File: src/rtl/control_unit_pkg.sv
// -----------------------------------------------------------------------------
// control_unit_pkg
//   Shared definitions for the accumulator-CPU controller: opcode values,
//   state codes (also visible on the State debug port), A-source select
//   encodings, the bundled strobe struct and small decode helpers.
//   Imported by control_unit and usable by the datapath top level.
// -----------------------------------------------------------------------------
package control_unit_pkg;

    // Opcodes, taken from IR[7:5]
    localparam logic [2:0] OP_LOAD  = 3'b000;
    localparam logic [2:0] OP_STORE = 3'b001;
    localparam logic [2:0] OP_ADD   = 3'b010;
    localparam logic [2:0] OP_SUB   = 3'b011;
    localparam logic [2:0] OP_IN    = 3'b100;
    localparam logic [2:0] OP_JZ    = 3'b101;
    localparam logic [2:0] OP_JPOS  = 3'b110;
    localparam logic [2:0] OP_HALT  = 3'b111;

    // Accumulator source select
    localparam logic [1:0] ASEL_ALU  = 2'b00;
    localparam logic [1:0] ASEL_IN   = 2'b01;
    localparam logic [1:0] ASEL_RAM  = 2'b10;
    localparam logic [1:0] ASEL_ZERO = 2'b11;

    // Controller states. Codes 14 and 15 are unused and recover to StStart.
    typedef enum logic [3:0] {
        StStart  = 4'd0,
        StFetch  = 4'd1,
        StDecode = 4'd2,
        StLoad   = 4'd3,
        StStore  = 4'd4,
        StAdd    = 4'd5,
        StSub    = 4'd6,
        StIn     = 4'd7,
        StInRel  = 4'd8,
        StJz     = 4'd9,
        StJpos   = 4'd10,
        StHalt   = 4'd11,
        StFetchW = 4'd12,
        StOperW  = 4'd13
    } state_e;

    // All datapath strobes in one bundle so the output decode can default them at once.
    typedef struct packed {
        logic       ir_load;
        logic       jmp_mux;
        logic       pc_load;
        logic       mem_inst;
        logic       mem_wr;
        logic [1:0] a_sel;
        logic       a_load;
        logic       sub;
        logic       halt;
    } ctrl_out_t;

    localparam ctrl_out_t CTRL_IDLE = '{
        ir_load:  1'b0,
        jmp_mux:  1'b0,
        pc_load:  1'b0,
        mem_inst: 1'b0,
        mem_wr:   1'b0,
        a_sel:    ASEL_ALU,
        a_load:   1'b0,
        sub:      1'b0,
        halt:     1'b0
    };

    // Execute state reached from DECODE for a given opcode.
    function automatic state_e exec_state(input logic [2:0] op);
        state_e st;
        unique case (op)
            OP_LOAD:  st = StLoad;
            OP_STORE: st = StStore;
            OP_ADD:   st = StAdd;
            OP_SUB:   st = StSub;
            OP_IN:    st = StIn;
            OP_JZ:    st = StJz;
            OP_JPOS:  st = StJpos;
            default:  st = StHalt;
        endcase
        return st;
    endfunction

    // Opcodes whose execute cycle consumes RAM read data at the operand address.
    function automatic logic reads_operand(input logic [2:0] op);
        return (op == OP_LOAD) || (op == OP_ADD) || (op == OP_SUB);
    endfunction

endpackage

File: src/rtl/control_unit.sv
// -----------------------------------------------------------------------------
// control_unit
//   Moore FSM sequencing the 8-bit accumulator datapath through
//   fetch / decode / execute. Every strobe is decoded from the state register;
//   the only input-dependent outputs are the conditional jump strobes in
//   JZ/JPOS and Aload in IN (gated by the operator Enter strobe).
//
// Parameters
//   RD_WAIT  0: RAM read data valid in the address cycle.
//            1: data valid one cycle later; a wait state precedes FETCH and
//               the RAM-consuming LOAD/ADD/SUB execute states.
//
// Ports
//   Clock    in   system clock, posedge
//   Reset    in   synchronous active-high; next state START
//   IR       in   [2:0] opcode (IR register bits 7:5)
//   Aeq0     in   accumulator == 0
//   Apos     in   accumulator bit 7 == 0
//   Enter    in   operator strobe for IN (level, already synchronised)
//   IRload   out  load IR from RAM data
//   JMPmux   out  PC source: 0 PC+1, 1 IR[4:0]
//   PCload   out  load PC
//   Meminst  out  RAM address: 0 PC, 1 IR[4:0]
//   MemWr    out  write A to RAM[IR[4:0]]
//   Asel     out  [1:0] A source: 00 ALU, 01 input, 10 RAM, 11 zero
//   Aload    out  load A
//   Sub      out  ALU op: 0 add, 1 subtract
//   Halt     out  high in HALT
//   State    out  [3:0] current state code
// -----------------------------------------------------------------------------
module control_unit
    import control_unit_pkg::*;
#(
    parameter int unsigned RD_WAIT = 0
) (
    input  logic       Clock,
    input  logic       Reset,
    input  logic [2:0] IR,
    input  logic       Aeq0,
    input  logic       Apos,
    input  logic       Enter,
    output logic       IRload,
    output logic       JMPmux,
    output logic       PCload,
    output logic       Meminst,
    output logic       MemWr,
    output logic [1:0] Asel,
    output logic       Aload,
    output logic       Sub,
    output logic       Halt,
    output logic [3:0] State
);

    // Where every instruction returns to: the fetch wait state when RAM is slow.
    localparam state_e FetchEntry = (RD_WAIT != 0) ? StFetchW : StFetch;
    localparam logic   UseOperW   = (RD_WAIT != 0);

    state_e    state_q, state_d;
    ctrl_out_t ctrl;

    // -------------------------------------------------------------------------
    // State register
    // -------------------------------------------------------------------------
    always_ff @(posedge Clock) begin
        if (Reset) begin
            state_q <= StStart;
        end else begin
            state_q <= state_d;
        end
    end

    // -------------------------------------------------------------------------
    // Next-state logic
    // -------------------------------------------------------------------------
    always_comb begin
        state_d = state_q;
        case (state_q)
            StStart:  state_d = FetchEntry;
            StFetchW: state_d = StFetch;
            StFetch:  state_d = StDecode;
            StDecode: begin
                // IR is stable from here until the next FETCH, so OPER_W can
                // re-decode it rather than remembering the opcode.
                if (UseOperW && reads_operand(IR)) begin
                    state_d = StOperW;
                end else begin
                    state_d = exec_state(IR);
                end
            end
            StOperW:  state_d = exec_state(IR);
            StLoad,
            StStore,
            StAdd,
            StSub,
            StJz,
            StJpos:   state_d = FetchEntry;
            StIn:     state_d = Enter ? StInRel : StIn;
            // Wait for release so a held Enter loads A only once.
            StInRel:  state_d = Enter ? StInRel : FetchEntry;
            StHalt:   state_d = StHalt;
            default:  state_d = StStart;
        endcase
    end

    // -------------------------------------------------------------------------
    // Output decode
    // -------------------------------------------------------------------------
    always_comb begin
        ctrl = CTRL_IDLE;
        case (state_q)
            StFetch: begin
                ctrl.ir_load = 1'b1;
                ctrl.pc_load = 1'b1;
            end
            // Operand address is presented early so slow or fast RAM has it ready.
            StDecode,
            StOperW: ctrl.mem_inst = 1'b1;
            StLoad: begin
                ctrl.mem_inst = 1'b1;
                ctrl.a_sel    = ASEL_RAM;
                ctrl.a_load   = 1'b1;
            end
            StStore: begin
                ctrl.mem_inst = 1'b1;
                ctrl.mem_wr   = 1'b1;
            end
            StAdd: begin
                ctrl.mem_inst = 1'b1;
                ctrl.a_sel    = ASEL_ALU;
                ctrl.a_load   = 1'b1;
            end
            StSub: begin
                ctrl.mem_inst = 1'b1;
                ctrl.a_sel    = ASEL_ALU;
                ctrl.a_load   = 1'b1;
                ctrl.sub      = 1'b1;
            end
            StIn: begin
                ctrl.a_sel  = ASEL_IN;
                ctrl.a_load = Enter;
            end
            StJz: begin
                ctrl.jmp_mux = Aeq0;
                ctrl.pc_load = Aeq0;
            end
            StJpos: begin
                ctrl.jmp_mux = Apos;
                ctrl.pc_load = Apos;
            end
            StHalt:  ctrl.halt = 1'b1;
            default: ctrl = CTRL_IDLE;
        endcase
    end

    assign IRload  = ctrl.ir_load;
    assign JMPmux  = ctrl.jmp_mux;
    assign PCload  = ctrl.pc_load;
    assign Meminst = ctrl.mem_inst;
    assign MemWr   = ctrl.mem_wr;
    assign Asel    = ctrl.a_sel;
    assign Aload   = ctrl.a_load;
    assign Sub     = ctrl.sub;
    assign Halt    = ctrl.halt;
    assign State   = state_q;

endmodule

File: config.mk
export PLATFORM = sky130hd
export DESIGN_NAME = control_unit
export DESIGN_NICKNAME = d
export VERILOG_FILES = /design/src/rtl/control_unit_pkg.sv /design/src/rtl/control_unit.sv
export SDC_FILE = /design/constraint.sdc
export NUM_CORES = 1
export LEC_CHECK = 0
export BUFFER_PORTS_ARGS = -buffer_cell sky130_fd_sc_hd__buf_2
export CAP_MARGIN = 40
export CORE_AREA = 3 3 40 42
export DETAILED_ROUTE_END_ITERATION = 16
export DIE_AREA = 0 0 43 45
export MAX_ROUTING_LAYER = met4
export PLACE_DENSITY = 0.66
export SYNTH_ARGS = -nofsm -noshare
export SYNTH_HDL_FRONTEND = slang
export SYNTH_SLANG_ARGS = --single-unit
File: constraint.sdc
create_clock -name Clock -period 1.2 [get_ports Clock]
set_input_delay 0.24 -clock Clock [delete_from_list [all_inputs] [get_ports Clock]]
set_output_delay 0.24 -clock Clock [all_outputs]
set_load 0.02 [all_outputs]
# After elaboration in Yosys (flattened, before gate mapping)

Index checks and enable logic that the tools add are counted.

Flip-flop bits (word level): 4
Bits of input ports: 8
Output and inout bits: 14
Word-level logic and storage cells: 38

Eq/ne operators: 19
Muxes and demuxes: 12
Reduce and logical (&&, ||, !) cells: 6

Operator list:

| kind                                                 | number |
|---|---|
| case mux 4 bit (7 select lines)                      | 1 |
| equality test 4 bit (second input constant)          | 6 |
| case mux 4 bit (6 select lines)                      | 1 |
| equality test 4 x 3 -> 1 bit (second input constant) | 4 |
| equality test 3 bit (second input constant)          | 3 |
| case mux 3 bit (3 select lines)                      | 1 |
| equality test 4 x 2 -> 1 bit (second input constant) | 2 |
| 2-to-1 mux 4 bit                                     | 2 |
| OR reduction 8 bit                                   | 1 |
| equality test 3 x 2 -> 1 bit (second input constant) | 2 |
| OR reduction 6 bit                                   | 1 |
| 2-to-1 mux 1 bit                                     | 5 |
| equality test 4 x 1 -> 1 bit (second input constant) | 1 |
| zero test 4 bit                                      | 1 |
| OR reduction 2 bit                                   | 2 |
| equality test 3 x 1 -> 1 bit (second input constant) | 1 |
| zero test 3 bit                                      | 1 |
| case mux 1 bit (3 select lines)                      | 1 |
| case mux 1 bit (2 select lines)                      | 1 |

# Longest topological paths before layout

Gate-level depths: netlist (run 1).

Depth after elaboration: 3
Depth in mapped cells: 5
Mapped depth without buffers: 4

# Worst setup path before layout (run 1)

OpenSTA, ideal clock, no wires.

Path kind: reg-to-output
Start: register state_q[1] (netlist: State[1])
End: output port Aload
Data arrival time: 1,471 ps
Required time: 960 ps
Setup slack: -511 ps
Stages on the path, launching flop included: 4
Buffers on the path: 1
Cell sequence: dfxtp_1 -> buf_6 -> nor2_1 -> nor4_1

Longest elaborated chain between the ends: 3
Elaborated cells between the ends (all ways): 6
Classes of those cells: 4 x eq/ne; 1 x mux; 1 x reduce/logical

RTL lines:

| element                             | RTL line            | text |
|---|---|---|
| start, declared                     | control_unit.sv:58  | `state_e state_q, state_d;` |
| start signal, assigned              | control_unit.sv:66  | `state_q <= StStart;` |
| start signal, assigned              | control_unit.sv:68  | `state_q <= state_d;` |
| equality test 4 x 3 -> 1 bit        | control_unit.sv:110 | `case (state_q)` |
| OR reduction 2 bit (no line)        | -                   |  |
| case mux 3 bit (3 select lines) (*) | control_unit.sv:110 |  |
| end, declared                       | control_unit.sv:48  | `output logic Aload,` |

Mark *: on every way between the ends. The rest lies on a longest branch, timed or not.

# Final worst setup path (run 1)

Start: register state_q[0] (netlist: State[0])
End: output port PCload

Longest elaborated chain between the ends: 2
Elaborated cells between the ends (all ways): 4
Classes of those cells: 3 x eq/ne; 1 x mux

RTL lines:

| element                                                             | RTL line            | text |
|---|---|---|
| equality test 4 bit or equality test 4 x 1 -> 1 bit (tied branches) | control_unit.sv:110 |  |
| case mux 1 bit (3 select lines) (*)                                 | control_unit.sv:110 |  |
| end, declared                                                       | control_unit.sv:44  | `output logic PCload,` |

Marked as above.

==> metrics.yaml, run 1 <==
outcome:
  run_status: "finished, violations left"
  failing_checks: "negative setup slack"
global_routing:
  grt_usage_pct: 18.6
  grt_overflow: 0
  antenna_violations_before_repair: 0
  grt_first_pass_wirelength_um: 2660
  global_route.usage.met3_pct: 3.19
  met2_usage_pct: 32.9
  grt.busiest_layer: "met2"
  groute.layer.met1.usage_pct: 22.4
  grt_pass1_vias: 601
  grt_max_degree: 13
worst_setup_path:
  timing.critical_path.required_ns: 0.96
  ff2ff_setup_slack_ns: -0.33
  worstReg2RegEnd: "State[0]"
  type_of_element_launching_the_critical_path: "flip-flop"
  setup.worst_path.class: "reg2out"
  critPathCaptureType: "output port"
  crit_arrival_ns: 1.33
  rr_worst_depth: 8
  path_max_fanout: 4
  critical_path.reg2reg.startpoint: "State[0]"
route:
  post_drt_via_cell_ratio: 5.18
  detail-route-antenna-nets: 0
  drt-initial-drc-count: 5
  drt_pass1_iterations: 5
  detail_route.wirelength_um: 1570
  drcViolationCount: 0
  drt-wirelength-per-cell_um: 13.7
  via_count: 590
floorplanning:
  io-pin-count: 22
  coreArea_um2: 1280
  floorplan.rows: 13
  die_width_um: 43
  initial_utilization_pct: 35.6
  overall_die_area_um2: 1940
  die_y_um: 45
synth:
  synth_async_sr_flop_share_pct: 0
  yosys.cell_types.count: 33
  count_of_synthesis_stage_warnings_from_yosys: 0
  syn-instance-count: 61
  ys_ff_latch: 4
  synth_edf_count: 0
  synth_sequential_area_ratio_pct: 17.5
  syn-mean-instance-area_um2: 7.51
  postSynth.topFlopCell: "dfxtp_1"
  syn_area_um2: 458
  postSynthNetCount: 69
cts:
  cts.clk_slew.worst_paths_ns: 0.05
  clk_path_buf_depth: 2
  cts_tree: "done"
  clock_insertion_delay_worst_skew_ns: 0.24
  cts_made_buffers: 3
  cts_num_sinks: 4
  cts-root-buf: "clkbuf_4"
  cts-htree-levels: 1
layout:
  stdcell_count: 114
  num-nets-final: 108
  layout-drive-gt1-share_pct: 71.7
  multi_input_area_um2: 473
  fillerInstances: 111
  seq_area_um2: 95.1
  n_antenna_cell: 0
  area_growth_pct: 102
  largest_reg_flops: 4
placed_design:
  total_half_perimeter_wirelength_after_legalization_and_detailed_placement_um: 1050
  portBuffers: 21
  placed_cells: 105
  gpl.final_weighted_congestion: 0.768
pwr:
  cellPowerDensity_nw_per_um2: 1070
  p_total_w: 0.000986
  p_leak_nw: 0.419
  power.ir.vdd_worst_uv: 657
sta:
  skew_ns: 0.0109
  total_negative_setup_slack_ns: -3.31
  grt_setup_unrepaired: "true"
  setup-violations-final: 14
  final_critical_path_setup_slack_ns: -0.366
  finalHoldViolCount: 0
  post-route-period-util_pct: 130
  clock.fmax_ghz: 0.639
  slew_headroom_pct: 78.2
  holdWs_ns: 0.311
  worst_pin_slew_ns: 0.323
  finalCriticalPeriod_ns: 1.57
  final_max_slew_viol_count: 0
worst_hold_path:
  hold_path.startpoint: "Reset"
  hold_end: "State[1]"
  whs_path_depth: 3
  worst_hold_class: "in2reg"
job:
  max-cap-violations: 0
-- synth_stat cells (all sizes together), types with 2 or more instances --
cell type  instances  area (µm²)
o21ai              3        15.0
nand2              5        18.8
buf                4        37.5
nor2               9        33.8
nand2b             2        12.5
a21oi              3        15.0
a22oi              2        15.0
and2               2        13.8
nor3               2        10.0
dfxtp              4        80.1
nor2b              3        18.8
nand3b             4        42.5
-- worst max-delay path by stage --
| stage | startpoint | slack, ns | to | cells after the start |
|---|---|---|---|---|
| global route | State[0] | -0.42 | PCload | 6 |
| floorplan | State[0] | -0.10 | PCload | 4 |
| global placement | State[0] | -0.13 | PCload | 5 |
| detailed placement | State[0] | -0.16 | PCload | 5 |
| CTS | State[0] | -0.37 | PCload | 5 |
| finish | State[0] | -0.37 | PCload | 6 |
-- cell usage in the layout, fill, tap and decap left out, types with 2 or more instances in the layout --
cell | Yosys | routed
nand3b_1 | 3 | 3
nor2b_4 | 0 | 3
a21oi_1 | 3 | 3
and2_2 | 1 | 2
dfxtp_4 | 0 | 4
nor2_4 | 0 | 3
nand2_1 | 5 | 3
a22oi_2 | 0 | 2
clkbuf_4 | 0 | 3
buf_2 | 0 | 11
buf_4 | 2 | 14
nor3_4 | 0 | 2
nor2_2 | 0 | 3
nor2_1 | 9 | 3
buf_6 | 2 | 13
-- critical path: stages, from the launching register on --
cell     delay [ns]
dfxtp_4        0.37
buf_4          0.12
nor2b_4        0.04
a22oi_2        0.17
nor2_4         0.04
or2_4          0.22
buf_6          0.13
-- timing repair --
| item | 4_1_cts | 5_1_grt |
|---|---|---|
| pin swaps | 7 | 1 |
| buffers inserted | 3 | 2 |
| setup endpoints to repair | 14 | 15 |
| hold buffers | 0 | 0 |
| gates cloned | 0 | 0 |
| resized for setup | 33 | 3 |
-- cell families after synthesis --
family	Yosys count	synth area share (%)
mux	2	4.64
compound gates	16	23.8
xor+xnor	2	3.83
simple gates	32	41.3
flops	4	17.5
buf+inv	5	9.01
-- per-stage QoR --
step	area, µm²	setup slack (ns)	util (%)
final	923	-0.366	71.9
after global placement	737	-0.134	57.4
after CTS	898	-0.373	69.9
after detailed placement	737	-0.159	57.4
after floorplan	564	-0.104	-
after global routing	923	-0.424	71.9
-- power breakdown --
| part | leakage (nW) | switching, W | total [W] | internal [W] |
|---|---|---|---|---|
| sequential | 0.0356 | 0.0000334 | 0.000188 | 0.000154 |
| combinational | 0.368 | 0.000304 | 0.000613 | 0.000309 |
| clock | 0.0150 | 0.0000603 | 0.000185 | 0.000125 |
-- final cells by class --
| type | count | area share (%) |
|---|---|---|
| Tap cell | 15 | 2.03 |
| Sequential cell | 4 | 10.3 |
| Clock buffer | 4 | 2.85 |
| Multi-Input combinational cell | 52 | 51.2 |
| Inverter | 1 | 0.407 |
| Timing Repair Buffer | 38 | 33.2 |
-- metal layers --
layer	wire (µm)	up-vias
met1	636	274
met5	0	-
met4	0	0
li1	-	297
met3	90	0
met2	838	19
No activity file was read; power rests on OpenSTA's default activity.
==> run 2, diff against run 1 <==
==> constraint.sdc (replaced) <==
create_clock -name Clock -period 1.2 [get_ports Clock]
set_input_delay 0.24 -clock Clock [delete_from_list [all_inputs] [get_ports Clock]]
set_output_delay 0.24 -clock Clock [all_outputs]
set_load 0.01 [all_outputs]
==> run 2 against run 1 <==
Against the previous run:
- the flow still finishes with violations (negative setup slack)
- utilization is 2.6 points lower
- final cell count grew 1.8%
- critical endpoint unchanged
- maximum frequency increased by 5.0%
- routed wire length up 1.2%
==> metrics.yaml, run 2 (synthesized netlist as in run 1, its figures left out) <==
outcome:
  run_status: "finished, violations left"
  failing_checks: "negative setup slack"
pwr:
  p_leak_nw: 0.421  # +0.56%
  power.ir.vdd_worst_uv: 517  # -21%
  cellPowerDensity_nw_per_um2: 1000  # -6.1%
floorplanning:
  overall_die_area_um2: 1940  # unchanged
  die_width_um: 43  # unchanged
  io-pin-count: 22  # unchanged
  initial_utilization_pct: 35.6  # unchanged
  floorplan.rows: 13  # unchanged
  die_y_um: 45  # unchanged
  coreArea_um2: 1280  # unchanged
placed_design:
  total_half_perimeter_wirelength_after_legalization_and_detailed_placement_um: 1000  # -4.5%
  portBuffers: 21  # unchanged
  placed_cells: 103  # -1.9%
  place_area_um2: 658  # -11%
  gpl.final_weighted_congestion: 0.862  # +12%
sta:
  grt_setup_unrepaired: "true"
  skew_ns: 0.00825  # -0.00269 ns
  post-route-period-util_pct: 124  # -6.3 points
  setup-violations-final: 12  # -2
  worst_pin_slew_ns: 0.217  # -0.106 ns
  slew_headroom_pct: 85.5  # +7.3 points
  finalHoldViolCount: 0  # unchanged
  finalCriticalPeriod_ns: 1.49  # -0.0752 ns
  final_critical_path_setup_slack_ns: -0.291  # +0.0752 ns
  final_max_slew_viol_count: 0  # unchanged
  clock.fmax_ghz: 0.671  # +5.0%
cts:
  cts_tree: "done"
  cts_made_buffers: 3  # unchanged
  clk_path_buf_depth: 2  # unchanged
  clock_insertion_delay_worst_skew_ns: 0.24  # about the same
  ctsHoldBuffers: 0  # unchanged
  cts.clk_slew.worst_paths_ns: 0.05  # about the same
  cts_num_sinks: 4  # unchanged
  cts-root-buf: "clkbuf_4"
  cts-htree-levels: 1  # unchanged
layout:
  final_design_area_no_fill_um2: 890  # -3.7%
  mostFrequentLayoutCell: "buf_2"
  fraction_of_the_core_area_covered_by_cells_at_the_end_of_the_flow_pct: 69.2  # -2.6 points
  area_growth_pct: 94.3
  num-nets-final: 110  # +1.9%
  layout-drive-gt1-share_pct: 71.3  # -0.43 points
  n_antenna_cell: 0  # unchanged
  largest_reg_flops: 4  # unchanged
  most-common-layout-cells: "20 x buf_2, 11 x buf_6, 9 x buf_4"
  stdcell_count: 116  # +1.8%
worst_setup_path:
  setup.worst_path.class: "reg2out"
  path_depth: 5  # -1
  critPathCaptureType: "output port"
  worstReg2RegEnd: "State[0]"
  critical_path.n_buffers_inverters: 1  # -1
  critical_path.reg2reg.startpoint: "State[1]"
  crit_arrival_ns: 1.25  # -0.08 ns
  cp_max_delay_cell: "dfxtp_4"
  rr_worst_depth: 5  # -3
  crit_path_cell_trace: "nor2b_4 > a22oi_2 > nor2_2 > or2_1 > buf_2"
  timing.critical_path.required_ns: 0.96  # about the same
  critical-path-top-delay-family: "simple AND/OR/NAND/NOR gates"
  path_max_fanout: 3  # -1
  type_of_element_launching_the_critical_path: "flip-flop"
  crit_path_max_incr_delay_ns: 0.34  # -0.03 ns
  ff2ff_setup_slack_ns: -0.05  # +0.28 ns
global_routing:
  grt_first_pass_wirelength_um: 2550  # -3.9%
  grt_pass1_vias: 587  # -2.3%
  grt_max_degree: 14  # +1
  grt_overflow: 0  # unchanged
  grt_usage_pct: 17.6  # -1.0 points
  antenna_violations_before_repair: 0  # unchanged
worst_hold_path:
  hold_end: "State[2]"
  worst_hold_class: "in2reg"
  whs_path_depth: 3  # unchanged
  hold_path.startpoint: "Reset"
route:
  detail_route.wirelength_um: 1580  # +1.2%
  drt_pass1_iterations: 3  # -2
  detail-route-antenna-nets: 0  # unchanged
  via_count: 607  # +2.9%
  drt-wirelength-per-cell_um: 13.7  # -0.53%
  drcViolationCount: 0  # unchanged
  post_drt_via_cell_ratio: 5.23  # +1.1%
  drt-initial-drc-count: 2  # -3
job:
  max-cap-violations: 0  # unchanged
## run 2: cell count changes in the layout (fill, tap and decap cells not counted), sizes merged
cell	delta
buf	+2
## run 2: how the worst max path moves through the flow
stage	start	slack, ns	to
2_1_floorplan	State[0]	-0.02	PCload
3_3_place_gp	State[2]	-0.09	State[0]
3_5_place_dp	State[0]	-0.06	PCload
4_1_cts	State[0]	-0.30	PCload
5_1_grt	State[2]	-0.33	MemWr
6_report	State[0]	-0.29	PCload
## run 2: repair_timing
| item | in CTS | in global routing |
|---|---|---|
| buffers inserted | 7 | 3 |
| resized for setup | 27 | 12 |
| setup endpoints to repair | 13 | 16 |
| pin swaps | 14 | 5 |
## run 2: layer usage
metal	GRT usage [%]	up-vias	wire length, µm
met2	33.8	20	793
met1	20.0	277	687
li1	-	308	-
met4	5.42	0	14
met5	-	-	0
met3	0	2	87
## run 2: worst min-delay path, delay by kind of cell
kind | cells | cell delay (ns)
AOI/OAI and AO/OA | 2 | 0.14
buffers and inverters | 1 | 0.09
## run 2: report_power, final
part	switching [W]	internal, W	leakage [nW]
Clock	0.0000653	0.000125	0.0150
Sequential	0.0000276	0.000154	0.0356
Combinational	0.000249	0.000270	0.371
## run 2: cell type report
| class | count | area [µm²] |
|---|---|---|
| multi-input combinational | 52 | 454 |
| tap | 15 | 18.8 |
| sequential | 4 | 95.1 |
| clock buffer | 4 | 26.3 |
| inverter | 1 | 3.75 |
| fill | 98 | 395 |
| timing repair buffer | 40 | 292 |
## run 2: per-stage QoR
step           setup slack (ns)  power [W]  hold slack (ns)  TNS (ns)
3_5_place_dp            -0.0642   0.000559            0.542    -0.204
6_report                 -0.291   0.000892            0.279     -2.13
4_1_cts                  -0.303   0.000830            0.281     -2.09
5_1_grt                  -0.333   0.000943            0.284     -2.84
2_1_floorplan           -0.0188   0.000435            0.385   -0.0225
3_3_place_gp            -0.0894   0.000556            0.545    -0.224
